**src/rtl/wbu_pkg.sv**
```systemverilog
// Shared constants, state type and next-PC helper for the write-back/commit stage.
package wbu_pkg;

  localparam logic [11:0] CSR_MSTATUS    = 12'h300;
  localparam logic [11:0] CSR_MTVEC      = 12'h305;
  localparam logic [11:0] CSR_MEPC       = 12'h341;
  localparam logic [11:0] CSR_MCAUSE     = 12'h342;
  localparam logic [31:0] MCAUSE_ECALL_M = 32'd11;

  typedef enum logic {S_IDLE, S_NOTIFY} wbu_state_e;

  // Sequential / branch / jal / jalr target; jalr clears bit 0 of the sum.
  function automatic logic [31:0] seq_npc(input logic [31:0] pc, input logic [31:0] src1,
                                          input logic [31:0] imm, input logic pc_asrc,
                                          input logic pc_bsrc);
    logic [31:0] sum;
    sum = (pc_bsrc ? src1 : pc) + (pc_asrc ? imm : 32'd4);
    if (pc_bsrc) sum[0] = 1'b0;
    return sum;
  endfunction

endpackage

```
**src/rtl/wbu_commit_stage_if.sv**
```systemverilog
// Bus between EXU/IDU/IFU (master side) and the commit stage (slave side).
interface wbu_commit_stage_if;
  // Both handshakes are strict valid/ready: a transfer happens on a rising clk edge where
  // valid & ready are both 1; valid never waits on ready, and the payload is only sampled
  // at that edge (exu_valid/wbu_ready for retirement, wbu_valid/ifu_ready for npc).
  logic        exu_valid;
  logic        wbu_ready;
  logic [31:0] pc;
  logic [31:0] src1;
  logic [31:0] imm;
  logic        pc_asrc;
  logic        pc_bsrc;
  logic        regwr;
  logic [4:0]  rd;
  logic [31:0] wd;
  logic        csrw;
  logic [11:0] csr_waddr;
  logic [31:0] csrwdata;
  logic        ecall;
  logic        mret;
  logic [4:0]  rs1_addr;
  logic [31:0] rs1_data;
  logic [4:0]  rs2_addr;
  logic [31:0] rs2_data;
  logic [11:0] csr_raddr;
  logic [31:0] csr_rdata;
  logic        wbu_valid;
  logic        ifu_ready;
  logic [31:0] npc;

  modport master (
    output exu_valid, pc, src1, imm, pc_asrc, pc_bsrc, regwr, rd, wd,
           csrw, csr_waddr, csrwdata, ecall, mret, rs1_addr, rs2_addr, csr_raddr, ifu_ready,
    input  wbu_ready, rs1_data, rs2_data, csr_rdata, wbu_valid, npc
  );

  modport slave (
    input  exu_valid, pc, src1, imm, pc_asrc, pc_bsrc, regwr, rd, wd,
           csrw, csr_waddr, csrwdata, ecall, mret, rs1_addr, rs2_addr, csr_raddr, ifu_ready,
    output wbu_ready, rs1_data, rs2_data, csr_rdata, wbu_valid, npc
  );
endinterface

```
**src/rtl/wbu_commit_stage_gpr_file.sv**
```systemverilog
// General-purpose register file: one write port, two asynchronous read ports, x0 hard-wired to 0.
module gpr_file #(
  parameter int unsigned NR_GPR = 16
) (
  input  logic        clk,
  input  logic        rst,
  input  logic        we,
  input  logic [4:0]  waddr,
  input  logic [31:0] wdata,
  input  logic [4:0]  raddr1,
  output logic [31:0] rdata1,
  input  logic [4:0]  raddr2,
  output logic [31:0] rdata2
);
  localparam int unsigned AW = $clog2(NR_GPR);
  localparam logic [5:0]  NR = 6'(NR_GPR);

  logic [31:0] regs [NR_GPR];

  // Indices outside the implemented file are dropped on write and read as zero.
  always_ff @(posedge clk) begin
    if (rst) begin
      for (int i = 0; i < NR_GPR; i++) regs[i] <= '0;
    end else if (we && waddr != 5'd0 && {1'b0, waddr} < NR) begin
      regs[waddr[AW-1:0]] <= wdata;
    end
  end

  assign rdata1 = (raddr1 != 5'd0 && {1'b0, raddr1} < NR) ? regs[raddr1[AW-1:0]] : 32'd0;
  assign rdata2 = (raddr2 != 5'd0 && {1'b0, raddr2} < NR) ? regs[raddr2[AW-1:0]] : 32'd0;
endmodule

```
**src/rtl/wbu_commit_stage.sv**
```systemverilog
// Write-back/commit stage: commits GPR/CSR writes, resolves the next PC and hands it to the IFU.
module wbu_commit_stage
  import wbu_pkg::*;
#(
  parameter logic [31:0] RESET_PC      = 32'h3000_0000,
  parameter int unsigned NR_GPR        = 16,
  parameter logic [31:0] MSTATUS_RESET = 32'h0000_1800
) (
  input  logic                 clk,
  input  logic                 rst,
  wbu_commit_stage_if.slave    bus,
  output wbu_state_e           dbg_state
);
  wbu_state_e  state;
  logic [31:0] npc_q;
  logic [31:0] mstatus, mtvec, mepc, mcause;
  logic [31:0] next_npc;
  logic        fire;
  logic        gpr_we;

  assign fire   = (state == S_IDLE) && bus.exu_valid;
  // Traps and returns suppress the architectural writes of the retiring instruction.
  assign gpr_we = fire && bus.regwr && !bus.ecall && !bus.mret;

  always_comb begin
    next_npc = seq_npc(bus.pc, bus.src1, bus.imm, bus.pc_asrc, bus.pc_bsrc);
    if (bus.ecall)     next_npc = mtvec;
    else if (bus.mret) next_npc = mepc;
  end

  always_ff @(posedge clk) begin
    if (rst) begin
      state   <= S_NOTIFY;
      npc_q   <= RESET_PC;
      mstatus <= MSTATUS_RESET;
      mtvec   <= '0;
      mepc    <= '0;
      mcause  <= '0;
    end else begin
      case (state)
        S_IDLE: begin
          if (bus.exu_valid) begin
            state <= S_NOTIFY;
            npc_q <= next_npc;
            if (bus.ecall) begin
              mepc   <= bus.pc;
              mcause <= MCAUSE_ECALL_M;
            end else if (!bus.mret && bus.csrw) begin
              case (bus.csr_waddr)
                CSR_MSTATUS: mstatus <= bus.csrwdata;
                CSR_MTVEC:   mtvec   <= bus.csrwdata;
                CSR_MEPC:    mepc    <= bus.csrwdata;
                CSR_MCAUSE:  mcause  <= bus.csrwdata;
                default: ;
              endcase
            end
          end
        end
        S_NOTIFY: if (bus.ifu_ready) state <= S_IDLE;
        default:  state <= S_IDLE;
      endcase
    end
  end

  always_comb begin
    bus.csr_rdata = 32'd0;
    case (bus.csr_raddr)
      CSR_MSTATUS: bus.csr_rdata = mstatus;
      CSR_MTVEC:   bus.csr_rdata = mtvec;
      CSR_MEPC:    bus.csr_rdata = mepc;
      CSR_MCAUSE:  bus.csr_rdata = mcause;
      default: ;
    endcase
  end

  assign bus.wbu_ready = (state == S_IDLE);
  assign bus.wbu_valid = (state == S_NOTIFY);
  assign bus.npc       = npc_q;
  assign dbg_state     = state;

  gpr_file #(.NR_GPR(NR_GPR)) u_gpr (
    .clk    (clk),
    .rst    (rst),
    .we     (gpr_we),
    .waddr  (bus.rd),
    .wdata  (bus.wd),
    .raddr1 (bus.rs1_addr),
    .rdata1 (bus.rs1_data),
    .raddr2 (bus.rs2_addr),
    .rdata2 (bus.rs2_data)
  );
endmodule

```
**src/flat_wrapper.sv**
```systemverilog
// flat-port wrapper written by rule: the top's interface ports become plain ports
module wbu_commit_stage_flat import wbu_pkg::*;
#(
  parameter logic [31:0] RESET_PC      = 32'h3000_0000,
  parameter int unsigned NR_GPR        = 16,
  parameter logic [31:0] MSTATUS_RESET = 32'h0000_1800
)
  (clk, rst, dbg_state, bus_exu_valid, bus_pc, bus_src1, bus_imm, bus_pc_asrc, bus_pc_bsrc, bus_regwr, bus_rd, bus_wd, bus_csrw, bus_csr_waddr, bus_csrwdata, bus_ecall, bus_mret, bus_rs1_addr, bus_rs2_addr, bus_csr_raddr, bus_ifu_ready, bus_wbu_ready, bus_rs1_data, bus_rs2_data, bus_csr_rdata, bus_wbu_valid, bus_npc);
  wbu_commit_stage_if bus_i ();
  input  logic clk;
  input  logic rst;
  output wbu_state_e dbg_state;
  input wire logic [$bits(bus_i.exu_valid)-1:0] bus_exu_valid;
  input wire logic [$bits(bus_i.pc)-1:0] bus_pc;
  input wire logic [$bits(bus_i.src1)-1:0] bus_src1;
  input wire logic [$bits(bus_i.imm)-1:0] bus_imm;
  input wire logic [$bits(bus_i.pc_asrc)-1:0] bus_pc_asrc;
  input wire logic [$bits(bus_i.pc_bsrc)-1:0] bus_pc_bsrc;
  input wire logic [$bits(bus_i.regwr)-1:0] bus_regwr;
  input wire logic [$bits(bus_i.rd)-1:0] bus_rd;
  input wire logic [$bits(bus_i.wd)-1:0] bus_wd;
  input wire logic [$bits(bus_i.csrw)-1:0] bus_csrw;
  input wire logic [$bits(bus_i.csr_waddr)-1:0] bus_csr_waddr;
  input wire logic [$bits(bus_i.csrwdata)-1:0] bus_csrwdata;
  input wire logic [$bits(bus_i.ecall)-1:0] bus_ecall;
  input wire logic [$bits(bus_i.mret)-1:0] bus_mret;
  input wire logic [$bits(bus_i.rs1_addr)-1:0] bus_rs1_addr;
  input wire logic [$bits(bus_i.rs2_addr)-1:0] bus_rs2_addr;
  input wire logic [$bits(bus_i.csr_raddr)-1:0] bus_csr_raddr;
  input wire logic [$bits(bus_i.ifu_ready)-1:0] bus_ifu_ready;
  output wire logic [$bits(bus_i.wbu_ready)-1:0] bus_wbu_ready;
  output wire logic [$bits(bus_i.rs1_data)-1:0] bus_rs1_data;
  output wire logic [$bits(bus_i.rs2_data)-1:0] bus_rs2_data;
  output wire logic [$bits(bus_i.csr_rdata)-1:0] bus_csr_rdata;
  output wire logic [$bits(bus_i.wbu_valid)-1:0] bus_wbu_valid;
  output wire logic [$bits(bus_i.npc)-1:0] bus_npc;
  assign bus_i.exu_valid = bus_exu_valid;
  assign bus_i.pc = bus_pc;
  assign bus_i.src1 = bus_src1;
  assign bus_i.imm = bus_imm;
  assign bus_i.pc_asrc = bus_pc_asrc;
  assign bus_i.pc_bsrc = bus_pc_bsrc;
  assign bus_i.regwr = bus_regwr;
  assign bus_i.rd = bus_rd;
  assign bus_i.wd = bus_wd;
  assign bus_i.csrw = bus_csrw;
  assign bus_i.csr_waddr = bus_csr_waddr;
  assign bus_i.csrwdata = bus_csrwdata;
  assign bus_i.ecall = bus_ecall;
  assign bus_i.mret = bus_mret;
  assign bus_i.rs1_addr = bus_rs1_addr;
  assign bus_i.rs2_addr = bus_rs2_addr;
  assign bus_i.csr_raddr = bus_csr_raddr;
  assign bus_i.ifu_ready = bus_ifu_ready;
  assign bus_wbu_ready = bus_i.wbu_ready;
  assign bus_rs1_data = bus_i.rs1_data;
  assign bus_rs2_data = bus_i.rs2_data;
  assign bus_csr_rdata = bus_i.csr_rdata;
  assign bus_wbu_valid = bus_i.wbu_valid;
  assign bus_npc = bus_i.npc;
  wbu_commit_stage #(.RESET_PC(RESET_PC), .NR_GPR(NR_GPR), .MSTATUS_RESET(MSTATUS_RESET)) u_core (.clk(clk), .rst(rst), .bus(bus_i), .dbg_state(dbg_state));
endmodule
```
**config.mk**
```make
export PLATFORM = sky130hd
export DESIGN_NAME = wbu_commit_stage_flat
export DESIGN_NICKNAME = d
export VERILOG_FILES = /design/src/rtl/wbu_pkg.sv /design/src/rtl/wbu_commit_stage_if.sv /design/src/rtl/wbu_commit_stage_gpr_file.sv /design/src/rtl/wbu_commit_stage.sv /design/src/flat_wrapper.sv
export SDC_FILE = /design/constraint.sdc
export NUM_CORES = 2
export LEC_CHECK = 0
export ABC_CLOCK_PERIOD_IN_PS = 6200
export CORE_MARGIN = 3
export CORE_UTILIZATION = 53
export DETAILED_ROUTE_END_ITERATION = 8
export PLACE_DENSITY = 0.75
export SYNTH_ARGS = -nofsm -noshare
export SYNTH_HDL_FRONTEND = slang
export SYNTH_HIERARCHICAL = 1
export SYNTH_SLANG_ARGS = --single-unit
```
**constraint.sdc**
```tcl
create_clock -name clk -period 6.2 [get_ports clk]
set_input_delay 1.24 -clock clk [delete_from_list [all_inputs] [get_ports clk]]
set_output_delay 1.24 -clock clk [all_outputs]
set_load 0.02 [all_outputs]
```
==> results_dict.tcl <==
set metrics [dict create \
    root_buffer "clkbuf_16" \
    vias 26990 \
    pin_count 340 \
    hold_depth 2 \
    yosys_most_used_dff "edfxtp_1" \
    p_per_area_mw_per_mm2 250.7 \
    insertion_delay_ns 0.62 \
    maxCapViolCount 0 \
    track_usage 0.3256 \
    final.setup.tns_ns 0 \
    tightest_slew_ns 1.265 \
    port_buffers 339 \
    syn-instance-count 2896 \
    initial_core_util 0.5383 \
    hold_viol 0 \
    crit_chain "clkdlybuf4s50_1, nor4b_1, nand2_1, or2_2, nor4bb_4, buf_4, a22o_1, a221o_1, clkdlybuf4s50_1" \
    grt.overflow.total 0 \
    path_max_fanout 32 \
    synth_seq_area_share 0.5064 \
    crit_slowest_cell "clkdlybuf4s50_1" \
    grt_pass1_vias 27809 \
    drt-total-wl_mm 114.7 \
    cpLargestDelayFamily "buffers and inverters" \
    timing.rr.start "u_core/bus.wbu_valid$_SDFF_PP1_" \
    htreeDepth 3 \
    drive_gt1_frac 0.1712 \
    crit_buf_inv 3 \
    post_drt_wl_per_cell_microns 28.39 \
    place_congestion 0.9605 \
    synth_edf_count 480 \
    fp.dieW_microns 262.3 \
    path_clk_slew_ns 0.06 \
    worst_setup_path_end_kind "output pin" \
    min_period_ns 5.450 \
    synth_warnings 6 \
    cp.depth 9 \
    synth_area_sq_mm 0.03483 \
    die_y_microns 262.3 \
    ir_drop_v 0.0002119 \
    fin_worst_skew_ns 0.01863 \
    postRouteAntennaNets 0 \
    finalCritPeriodShare 0.8791 \
    clock_path_buffers 3 \
    via_per_inst 6.681 \
    fp.coreArea_sq_mm 0.06470 \
    post-cts-setup-buffers 0 \
    antenna_found_initial 20 \
    area_growth_syn_to_layout_pct 18.34 \
    fmax_mhz 183.5 \
    nNetsFinal 3356 \
    critPathLaunch "bus_csr_raddr[11]" \
    synth.distinct_cells 76 \
    rsz0062_at_grt "false" \
    synth_area_per_cell_sq_um 12.03 \
    die-area_sq_mm 0.06882 \
    crit_arrival_ns 4.21 \
    row_count 93 \
    cpMostUsedCell "clkdlybuf4s50_1" \
    synth_most_common_cell "and2_1" \
    grt_pass1_wl_mm 171.2 \
    cts.repair.resized 0 \
    drv_slew 0 \
    relSlewSlack 0.1569 \
    ys_seq_elements 641 \
    synthArstFlopShare 0 \
    status "finished, final reports clean" \
    setup_viol 0 \
    p_leak_nw 14.62 \
    synth_top_area_cell "edfxtp_1" \
    synth.area.top_cells "edfxtp_1 41%, mux4_2 12%, dfxtp_1 9.3%" \
    slowest_delay_ns 0.62 \
    drt_first_pass_iters 7 \
    cp-endpoint "bus_csr_rdata[2]" \
    startpoint_type "input port" \
    regToRegSetupSlack_ns 3.00 \
    drcViolationCount 0 \
    r2r_cells 9 \
    synth_commonest_cells "503 x and2_1, 480 x edfxtp_1, 285 x nand2_1, 216 x clkbuf_1, 192 x mux4_2" \
    yosysTopAreaCellShare 0.4139 \
    dpl.hpwl_mm 71.45 \
    holdCritPathClass "reg -> reg" \
    cts_tree "done" \
    critical_path_required_ns 4.96 \
    crit_type "in -> out" \
    cts_buffers 70 \
    cts.hold.buffers_added 0 \
    drt_iter0_drc 3497 \
    fin_util 0.6370 \
    clock_sinks 641 \
    grt_max_degree 82 \
    reg2reg_to "u_core/u_gpr/regs[4][3]$_SDFFCE_PN0P_" \
    syn-num-nets 3137 \
]
registers in the layout, indices dropped and copies added, names as in the netlist:
| name | count |
|---|---|
| u_core/mepc | 32 |
| u_core/mstatus | 32 |
| u_core/bus.wbu_valid | 1 |
| u_core/u_gpr/regs | 480 |
| u_core/mtvec | 32 |
| u_core/bus.npc | 32 |
| u_core/mcause | 32 |
worst reg2reg max path, cell delays in order, from the launching register on:
cell and delay [ns]:
dfxtp_1 0.39, nor2b_2 0.15, nand2_1 0.08, nor2_1 0.15, and2_1 0.14, or3b_1 0.36, buf_4 0.27, nor4_4 0.26
or2_2 0.75, buf_4 0.34
report_power, final:
part	total, mW	leakage, nW	internal, mW	switching [mW]
Combinational	1.30	7.17	0.561	0.740
Sequential	4.79	6.31	4.72	0.0727
Clock	4.24	1.14	2.44	1.79
Total	10.3	14.6	7.73	2.60
logic make-up after synthesis:
kind of cell | share of synthesized area
AND/OR/NAND/NOR | 0.1618
flip-flops | 0.5064
AO/OA/AOI/OAI | 0.1145
multiplexers | 0.1655
buffers and inverters | 0.03373
adder cells (fa/ha/maj) | 0.01171
XOR/XNOR | 0.006287
worst min-delay path by stage:
stage                                               start                              end  slack (ns)
after global placement     u_core/bus.npc[6]$_SDFFE_PP0P_   u_core/bus.npc[6]$_SDFFE_PP0P_        0.44
after global routing      u_core/mstatus[25]$_SDFFE_PP0P_  u_core/mstatus[25]$_SDFFE_PP0P_        0.48
after floorplan           u_core/mstatus[10]$_SDFFE_PP0P_  u_core/mstatus[10]$_SDFFE_PP0P_        0.44
after CTS                 u_core/mstatus[25]$_SDFFE_PP0P_  u_core/mstatus[25]$_SDFFE_PP0P_        0.46
after detailed placement  u_core/mstatus[25]$_SDFFE_PP0P_  u_core/mstatus[25]$_SDFFE_PP0P_        0.45
final                     u_core/mstatus[25]$_SDFFE_PP0P_  u_core/mstatus[25]$_SDFFE_PP0P_        0.46
placed cells by master (no fill, tap or decap), drive strengths merged, types with 18 or more instances in the layout:
cell,instances
a211oi,44
a21oi,120
a221o,24
a22o,23
a22oi,158
and2,513
buf,86
clkbuf,86
clkdlybuf4s50,330
clkinv,30
dfxtp,161
edfxtp,480
ha,31
inv,21
mux2,95
mux2i,37
mux4,192
nand2,285
nand3,18
nor2,103
o211ai,88
o21ai,41
cell type report:
| type | count | area [sq um] |
|---|---|---|
| diodes | 14 | 35.03 |
| clock buffers | 86 | 1852 |
| clock inverters | 42 | 451.7 |
| fillers | 4871 | 23480 |
| inverters | 17 | 63.81 |
| multi-input cells | 1969 | 16110 |
| flip-flops and latches | 641 | 17640 |
| well taps | 855 | 1070 |
| repair buffers | 416 | 3999 |
stage by stage:
stage | total power, mW | area (sq um) | std cells | setup WS [ns] | hold WS, ns
2_1_floorplan | 5.604 | 34830 | 2896 | 1.972 | 0.4360
3_3_place_gp | 6.130 | 38870 | 3898 | 0.8145 | 0.4435
3_5_place_dp | 6.157 | 38870 | 3898 | 0.8059 | 0.4498
4_1_cts | 10.33 | 41180 | 4026 | 0.7807 | 0.4579
5_1_grt | 10.61 | 41210 | 4038 | 0.6346 | 0.4753
6_report | 10.33 | 41210 | 4040 | 0.7497 | 0.4609
metal layers:
| layer | wire [microns] | vias up | track usage |
|---|---|---|---|
| li1 | - | 11364 | - |
| met1 | 40890 | 13298 | 0.4097 |
| met2 | 53770 | 1888 | 0.5212 |
| met3 | 13180 | 430 | 0.08286 |
| met4 | 6793 | 10 | 0.1731 |
| met5 | 80 | - | 0 |
No activity file was read; power rests on OpenSTA's default activity.
